===== src/rtl/ahb_lite_pkg.sv =====
// Shared AHB-lite encodings, SRAM controller state codes and byte-lane helpers.
package ahb_lite_pkg;

    localparam logic [1:0] HTRANS_IDLE   = 2'b00;
    localparam logic [1:0] HTRANS_BUSY   = 2'b01;
    localparam logic [1:0] HTRANS_NONSEQ = 2'b10;
    localparam logic [1:0] HTRANS_SEQ    = 2'b11;

    localparam logic [2:0] HSIZE_BYTE = 3'd0;
    localparam logic [2:0] HSIZE_HALF = 3'd1;
    localparam logic [2:0] HSIZE_WORD = 3'd2;

    localparam logic HRESP_OKAY  = 1'b0;
    localparam logic HRESP_ERROR = 1'b1;

    localparam logic [2:0] ST_IDLE = 3'd0;
    localparam logic [2:0] ST_RD   = 3'd1;
    localparam logic [2:0] ST_WR   = 3'd2;
    localparam logic [2:0] ST_ERR1 = 3'd3;
    localparam logic [2:0] ST_ERR2 = 3'd4;

    function automatic logic [3:0] byte_mask(input logic [2:0] size, input logic [1:0] a);
        case (size)
            HSIZE_BYTE: byte_mask = 4'b0001 << a;
            HSIZE_HALF: byte_mask = a[1] ? 4'b1100 : 4'b0011;
            default:    byte_mask = 4'hF;
        endcase
    endfunction

    function automatic logic size_illegal(input logic [2:0] size, input logic [1:0] a);
        size_illegal = (size > HSIZE_WORD)
                    || (size == HSIZE_HALF && a[0])
                    || (size == HSIZE_WORD && a != 2'b00);
    endfunction

endpackage


===== src/rtl/ahb_sram_wbuf.sv =====
// One-entry write buffer with read-address compare and byte-wise forwarding
// into the read data returned during the RD cycle.
module ahb_sram_wbuf #(
    parameter int AW = 15
) (
    input  logic          clk_i,
    input  logic          rst_ni,
    input  logic          load_i,
    input  logic          drain_i,
    input  logic [31:0]   wdata_i,
    input  logic [3:0]    mask_i,
    input  logic [AW-1:0] addr_i,
    input  logic          rd_en_i,
    input  logic [AW-1:0] rd_addr_i,
    input  logic [31:0]   sram_rdata_i,
    output logic          valid_o,
    output logic [31:0]   data_o,
    output logic [3:0]    mask_o,
    output logic [AW-1:0] addr_o,
    output logic [31:0]   rdata_o
);

    logic          vld_q, vld_d;
    logic [31:0]   data_q;
    logic [3:0]    mask_q;
    logic [AW-1:0] addr_q;
    logic          hit;

    // A load in the same cycle as a drain keeps the entry valid with the new write.
    assign vld_d = load_i | (vld_q & ~drain_i);

    always_ff @(posedge clk_i or negedge rst_ni) begin
        if (!rst_ni) begin
            vld_q <= 1'b0;
        end else begin
            vld_q <= vld_d;
        end
    end

    always_ff @(posedge clk_i) begin
        if (load_i) begin
            data_q <= wdata_i;
            mask_q <= mask_i;
            addr_q <= addr_i;
        end
    end

    assign hit = vld_q & (addr_q == rd_addr_i);

    always_comb begin
        rdata_o = 32'h0;
        if (rd_en_i) begin
            for (int i = 0; i < 4; i++) begin
                rdata_o[8*i +: 8] = (hit && mask_q[i]) ? data_q[8*i +: 8] : sram_rdata_i[8*i +: 8];
            end
        end
    end

    assign valid_o = vld_q;
    assign data_o  = data_q;
    assign mask_o  = mask_q;
    assign addr_o  = addr_q;

endmodule


===== src/rtl/ahb_sram_ctrl.sv =====
// Zero-wait-state AHB-lite to synchronous SRAM bridge; reads use the SRAM port
// in their address phase, so colliding write data phases go through a write buffer.
module ahb_sram_ctrl
    import ahb_lite_pkg::*;
#(
    parameter int AW = 15
) (
    input  logic          HCLK,
    input  logic          HRESETn,
    input  logic          HSEL,
    input  logic [31:0]   HADDR,
    input  logic [1:0]    HTRANS,
    input  logic          HWRITE,
    input  logic [2:0]    HSIZE,
    input  logic [31:0]   HWDATA,
    input  logic          HREADY,
    output logic          HREADYOUT,
    output logic          HRESP,
    output logic [31:0]   HRDATA,
    input  logic [31:0]   SRAMRDATA,
    output logic [3:0]    SRAMWEN,
    output logic [31:0]   SRAMWDATA,
    output logic          SRAMCS0,
    output logic [AW-1:0] SRAMADDR
);

    logic [2:0]    state_q, state_d;
    logic [AW-1:0] addr_q;
    logic [3:0]    mask_q;
    logic          trans_active, accept, illegal, rd_acc, in_wr, in_rd;
    logic          buf_vld, buf_load, buf_drain;
    logic [31:0]   buf_data;
    logic [3:0]    buf_mask;
    logic [AW-1:0] buf_addr;
    logic          unused_addr_hi;

    assign unused_addr_hi = ^HADDR[31:AW+2];

    // HRESETn gating keeps the SRAM port quiet while reset is held.
    assign trans_active = (HTRANS == HTRANS_NONSEQ) | (HTRANS == HTRANS_SEQ);
    assign accept  = HRESETn & HSEL & HREADY & trans_active & (state_q != ST_ERR1);
    assign illegal = size_illegal(HSIZE, HADDR[1:0]);
    assign rd_acc  = accept & ~illegal & ~HWRITE;
    assign in_wr   = (state_q == ST_WR);
    assign in_rd   = (state_q == ST_RD);

    always_comb begin
        state_d = ST_IDLE;
        if (state_q == ST_ERR1) begin
            state_d = ST_ERR2;
        end else if (accept) begin
            state_d = illegal ? ST_ERR1 : (HWRITE ? ST_WR : ST_RD);
        end
    end

    always_ff @(posedge HCLK or negedge HRESETn) begin
        if (!HRESETn) begin
            state_q <= ST_IDLE;
        end else begin
            state_q <= state_d;
        end
    end

    always_ff @(posedge HCLK) begin
        if (accept) begin
            addr_q <= HADDR[AW+1:2];
            mask_q <= byte_mask(HSIZE, HADDR[1:0]);
        end
    end

    // Buffer drains whenever no read owns the port; a write data phase that
    // cannot go straight to the SRAM takes the buffer slot instead.
    assign buf_drain = buf_vld & ~rd_acc;
    assign buf_load  = in_wr & (rd_acc | buf_vld);

    always_comb begin
        SRAMCS0   = 1'b0;
        SRAMWEN   = 4'h0;
        SRAMADDR  = HADDR[AW+1:2];
        SRAMWDATA = HWDATA;
        if (rd_acc) begin
            SRAMCS0 = 1'b1;
        end else if (buf_vld) begin
            SRAMCS0   = 1'b1;
            SRAMWEN   = buf_mask;
            SRAMADDR  = buf_addr;
            SRAMWDATA = buf_data;
        end else if (in_wr) begin
            SRAMCS0  = 1'b1;
            SRAMWEN  = mask_q;
            SRAMADDR = addr_q;
        end
    end

    assign HREADYOUT = (state_q != ST_ERR1);
    assign HRESP     = (state_q == ST_ERR1 || state_q == ST_ERR2) ? HRESP_ERROR : HRESP_OKAY;

    ahb_sram_wbuf #(.AW(AW)) u_wbuf (
        .clk_i        (HCLK),
        .rst_ni       (HRESETn),
        .load_i       (buf_load),
        .drain_i      (buf_drain),
        .wdata_i      (HWDATA),
        .mask_i       (mask_q),
        .addr_i       (addr_q),
        .rd_en_i      (in_rd),
        .rd_addr_i    (addr_q),
        .sram_rdata_i (SRAMRDATA),
        .valid_o      (buf_vld),
        .data_o       (buf_data),
        .mask_o       (buf_mask),
        .addr_o       (buf_addr),
        .rdata_o      (HRDATA)
    );

endmodule


===== config.mk =====
export PLATFORM = sky130hd
export DESIGN_NAME = ahb_sram_ctrl
export DESIGN_NICKNAME = d
export VERILOG_FILES = /design/src/rtl/ahb_lite_pkg.sv /design/src/rtl/ahb_sram_wbuf.sv /design/src/rtl/ahb_sram_ctrl.sv
export SDC_FILE = /design/constraint.sdc
export NUM_CORES = 1
export LEC_CHECK = 0
export CAP_MARGIN = 20
export CORE_MARGIN = 2
export CORE_UTILIZATION = 43
export DETAILED_ROUTE_END_ITERATION = 7
export GPL_TIMING_DRIVEN = 0
export PLACE_DENSITY = 0.82
export SYNTH_ARGS = -nofsm -noshare
export SYNTH_HDL_FRONTEND = slang
export SYNTH_SLANG_ARGS = --single-unit
export TNS_END_PERCENT = 10

===== constraint.sdc =====
create_clock -name HCLK -period 3.39 [get_ports HCLK]
set_input_delay 0.339 -clock HCLK [delete_from_list [all_inputs] [get_ports HCLK]]
set_output_delay 0.339 -clock HCLK [all_outputs]
set_load 0.005 [all_outputs]

# Word level (Yosys, flattened, before mapping)

Index checks and enable logic that the tools add are counted.

Reductions and logical operators: 11
Mux-type cells: 23
Shift operators: 1
Equality and inequality tests: 10
$lt $le $gt $ge: 1
Bitwise logic cells: 17

Operators by type and width:

| operator                                             | count |
|---|---|
| two-way mux 32 bit                                   | 3 |
| two-way mux 15 bit                                   | 3 |
| two-way mux 8 bit                                    | 4 |
| two-way mux 4 bit                                    | 4 |
| equality test 15 bit                                 | 1 |
| AND 1 bit                                            | 10 |
| equality test 3 x 2 -> 1 bit (second input constant) | 3 |
| case mux 4 bit (2 select lines)                      | 1 |
| equality test 3 x 1 -> 1 bit (second input constant) | 2 |
| logical AND 1 bit                                    | 6 |
| two-way mux 2 bit                                    | 3 |
| equality test 2 bit (second input constant)          | 2 |
| two-way mux 1 bit                                    | 4 |
| NOT 1 bit                                            | 4 |
| left shift 1 x 2 -> 4 bit (first input constant)     | 1 |
| equality test 3 bit (second input constant)          | 1 |
| > comparator 3 x 2 -> 1 bit (second input constant)  | 1 |
| logical NOT 3 bit                                    | 1 |
| logical OR 1 bit                                     | 3 |
| two-way mux 3 bit                                    | 1 |
| != test 3 x 2 -> 1 bit (second input constant)       | 1 |
| bitwise OR 1 bit                                     | 3 |
| nonzero test 2 bit                                   | 1 |

Bits of input ports: 106
Bits in registers: 74

# Logic depth before layout (Yosys ltp)

Depth after elaboration: 12
Mapped depth: 6
Gate-level depth less buffers: 4

# Hierarchy

Synthesis repeated with hierarchy kept, for this count alone.

Cell total of the unflattened synthesis: 375
Area total of the unflattened synthesis: 4464.3 sq um

Modules (own cells, without submodules):

| module        | cells each | area an instance (sq um) | times used |
|---|---|---|---|
| ahb_sram_wbuf | 187        | 2536.2                   | 1 |
| ahb_sram_ctrl | 188        | 1928.1                   | 1 |

# Worst setup path after synthesis

OpenSTA, ideal clock, no wires.

Path kind: register -> register
From: register state_q[0]
To: register u_wbuf.addr_q[0] (netlist: u_wbuf.addr_o[0]) (enable)
Required time: 2978 ps
Data arrival time: 2459 ps
Period minus slack after synthesis: 2871 ps
Library setup time: 412 ps
Path buffers: 2
Slack: 519 ps
Stages on the path, launching flop included: 7
Cells stage by stage: dfrtp_1 > and3b_1 > buf_2 > nor2_4 > and2_1 > buf_2 > o21a_1

Cells in the longest elaborated chain, start to end: 6

Ends and longest elaborated chain:

| item                   | line                | text |
|---|---|---|
| start, declared        | ahb_sram_ctrl.sv:27 | `logic [2:0] state_q, state_d;` |
| start signal, assigned | ahb_sram_ctrl.sv:60 | `state_q <= state_d;` |
| != test 3 x 2 -> 1 bit | ahb_sram_ctrl.sv:41 | `assign accept = HRESETn & HSEL & HREADY & trans_active & (state_q != ST_ERR1);` |
| AND 1 bit              | ahb_sram_ctrl.sv:41 |  |
| AND 1 bit (2 in a row) | ahb_sram_ctrl.sv:43 | `assign rd_acc = accept & ~illegal & ~HWRITE;` |
| bitwise OR 1 bit       | ahb_sram_ctrl.sv:74 | `assign buf_load = in_wr & (rd_acc \| buf_vld);` |
| AND 1 bit (*)          | ahb_sram_ctrl.sv:74 |  |
| named net buf_load     | ahb_sram_ctrl.sv:31 | `logic buf_vld, buf_load, buf_drain;` |
| end signal, assigned   | ahb_sram_wbuf.sv:44 | `addr_q <= addr_i;` |
| end, declared          | ahb_sram_wbuf.sv:26 | `logic [AW-1:0] addr_q;` |

Mark *: on every way through the listed nets, which the timed path passes. The rest lies on a longest branch.
A chain may end at the register's enable or synchronous reset.

# Worst setup path in the final report

From: register addr_q[13]
To: output HRDATA[9]

Cells in the longest elaborated chain, start to end: 5

Ends and longest elaborated chain:

| item                   | line                | text |
|---|---|---|
| start, declared        | ahb_sram_ctrl.sv:28 | `logic [AW-1:0] addr_q;` |
| start signal, assigned | ahb_sram_ctrl.sv:66 | `addr_q <= HADDR[AW+1:2];` |
| equality test 15 bit   | ahb_sram_wbuf.sv:48 | `assign hit = vld_q & (addr_q == rd_addr_i);` |
| AND 1 bit              | ahb_sram_wbuf.sv:48 |  |
| logical AND 1 bit      | ahb_sram_wbuf.sv:54 | `rdata_o[8*i +: 8] = (hit && mask_q[i]) ? data_q[8*i +: 8] : sram_rdata_i[8*i +: 8];` |
| two-way mux 8 bit      | ahb_sram_wbuf.sv:54 |  |
| two-way mux 32 bit     | ahb_sram_wbuf.sv:52 | `if (rd_en_i) begin` |
| end, declared          | ahb_sram_ctrl.sv:19 | `output logic [31:0] HRDATA,` |

No other way between the ends.

==> results_dict.tcl <==
set metrics [dict create \
    synthArstFlopShare_pct 5.41 \
    switchingPower_uw 433 \
    setup_violations 0 \
    synth_cell_types 36 \
    post_cts_resized 0 \
    yosysWarnings 0 \
    cts_tree "yes" \
    cts_setup_buffers 0 \
    hp-class "in -> async" \
    grt_first_pass_wirelength_um 19800 \
    die_w_um 105 \
    grt_max_degree 31 \
    ys_top_cells_by_area "edfxtp_1, mux2i_1, nand2_1, mux2_2, mux2_1" \
    max_freq_ghz 0.306 \
    synthFlopType "edfxtp_1" \
    hpwl_um 9590 \
    power.leakage_nw 2.30 \
    path_class "reg -> out" \
    clk_path_buf_depth 2 \
    drt_wl_total_um 12600 \
    portBuffers 175 \
    wl_per_cell_um 18.1 \
    clockRootBuffer "clkbuf_8" \
    initial_core_util_pct 44.5 \
    internal_power_mw 1.63 \
    core-area_mm2 0.00982 \
    hold_violations 0 \
    synth.avg_cell_area_um2 11.8 \
    area_delta_synth_final_pct 49.5 \
    path_max_fanout 8 \
    start_kind "register" \
    drv_cap 0 \
    cts_sinks 74 \
    synth_top_cell_area_share_pct 48.2 \
    postLayoutCellArea_mm2 0.00653 \
    r2r_cells 7 \
    num_rows 36 \
    switching_share_pct 21.0 \
    synth.most_common_cell "nand2_1" \
    syn_inst 370 \
    dieArea_mm2 0.0110 \
    startpoint "addr_q[13]$_DFFE_PN_" \
    die_y_um 105 \
    synth_top_cell_by_area "edfxtp_1" \
    drc 0 \
    power.share.combinational_pct 14.2 \
    dr.pass1.iters 5 \
    end_kind "output port" \
    vias_per_cell 5.39 \
    clk_pin_slew_worst_paths_ns 0.08 \
    htree_num_levels 3 \
    ios 192 \
    ys_ff_latch 74 \
    synth_edf_count 70 \
    synth-seq-area-share_pct 50.4 \
    timing.rr.end "u_wbuf.mask_o[2]$_DFFE_PP_" \
    routabilityCongestion 0.904 \
    rsz0062_at_grt "true" \
    drv_slew 0 \
    synthTopCellsByCount "nand2_1, edfxtp_1, mux2i_1" \
    fin_crit_ns 3.27 \
    timing.rr.start "state_q[0]$_DFF_PN0_" \
    drive_above_1_share_pct 11.4 \
    grt-ovfl-total 0 \
    cp.arrival_ns 2.93 \
    power_density_mw_per_mm2 317 \
    tightest_slew_ns 0.902 \
    antenna_cells 0 \
    place_area_mm2 0.00630 \
    power_frac_clock_pct 36.8 \
    required_ns 3.05 \
    relSlewSlack_pct 39.4 \
    fin_nets 663 \
    fin_crit_sh_pct 96.5 \
    synth_nets 476 \
    synth_area_mm2 0.00437 \
    rrSetupSlack_ns 0.72 \
    num_vias 3744 \
    holdWs_ns 0.203 \
    hold_buffers 0 \
    fillCellCount 777 \
    outcome "finished clean" \
    clk_latency_ns 0.34 \
    grt_pass1_vias 3716 \
    ant_nets 0 \
    fin_skew_ns 0.00442 \
    seqPwrFrac_pct 49.0 \
    antenna_found_initial 0 \
    grt_use_total_pct 23.0 \
    ir_drop_mv 0.181 \
    cts_buffers 9 \
    drt_iter0_drc 258 \
]
logic make-up (layout without fill, tap and decap cells):
logic type      Yosys count  after routing  synth area share [%]
fa+ha+maj                 1              1                 0.229
xor+xnor                 15             15                  4.39
flops                    74             74                  50.4
simple gates            145            145                  19.0
buf+inv                  27            219                  2.78
mux                      64             64                  15.6
compound gates           44             44                  7.54
per-stage QoR:
step,std cells,power (mW),utilization (%),setup slack [ns],setup TNS (ns)
finish,695,2.07,66.5,0.120,0
global route,695,2.14,66.5,-0.0438,-0.0575
CTS,695,2.08,66.4,0.0366,0
detailed placement,679,1.33,64.2,0.0459,0
global placement,678,1.32,64.0,-0.672,-34.09
floorplan,370,1.12,-,0.519,0
power groups by stage:
stage	Combinational [mW]	Clock [mW]	Sequential, mW
3_3_place_gp	0.286	0	1.03
3_5_place_dp	0.291	0	1.03
6_report	0.293	0.761	1.01
4_1_cts	0.294	0.773	1.01
2_1_floorplan	0.0829	0	1.03
5_1_grt	0.312	0.815	1.01
state kept, by name, summed over array words and instances (netlist names):
| register | flops |
|---|---|
| u_wbuf.data_o | 32 |
| addr_q | 15 |
| u_wbuf.addr_o | 15 |
| mask_q | 4 |
| u_wbuf.mask_o | 4 |
| state_q | 3 |
| u_wbuf.valid_o | 1 |
critical path, cell delays in order, from the launching register on:
cell and delay [ns]:
edfxtp_1 0.45, xnor2_2 0.25, nand4_4 0.22, nor4_4 0.86, mux2i_1 0.27, clkdlybuf4s50_1 0.52
cell usage in the layout (no fill, tap or decap), drive strengths merged:
cell type      Yosys  routed
and3b              1       1
maj3               1       1
nand4              7       7
inv                2       2
a21bo              1       1
a22oi             15      15
a21o               1       1
xnor2             15      15
nor2b              2       2
and2               4       4
nand3b            15      15
o21ai              4       4
dfrtp              4       4
nor4               4       4
nand2             81      81
buf               10      10
a211o             15      15
mux2i             32      32
nor2              10      10
nand4b             1       1
o21a               2       2
clkinvlp           0       1
or3                1       1
edfxtp            70      70
clkinv             0       2
a21boi             1       1
clkdlybuf4s50      0     175
clkbuf            15      27
mux2              32      32
bufinv             0       2
nor3b             17      17
nor3               2       2
a21oi              5       5
how the worst max path moves through the flow:
stage,end,slack [ns],cells past startpoint
after CTS,SRAMADDR[7],0.04,7
after detailed placement,SRAMADDR[7],0.05,7
after floorplan,u_wbuf.addr_o[0]$_DFFE_PP_,0.52,6
after global routing,SRAMWEN[2],-0.04,6
after global placement,u_wbuf.data_o[23]$_DFFE_PP_,-0.67,6
final,HRDATA[9],0.12,5
cell type report:
type	count	area [um2]	area share [%]
flip-flops and latches	74	2200	33.7
multi-input cells	269	2040	31.3
repair buffers	176	1770	27.1
well taps	133	166	2.55
clock buffers	11	141	2.17
plain buffers	25	118	1.80
clock inverters	5	77.6	1.19
inverters	2	7.51	0.115
routing by layer:
metal / vias up / track usage [%] / part of all wire [%] / routed length [um]
met4: 0 / 6.19 / 1.2 / 146
met5: - / 0 / 0 / 0
li1: 1754 / - / - / -
met3: 15 / 5.55 / 7.4 / 935
met1: 1795 / 29.0 / 42 / 5300
met2: 180 / 39.5 / 49 / 6200
No activity file was read; power rests on OpenSTA's default activity.
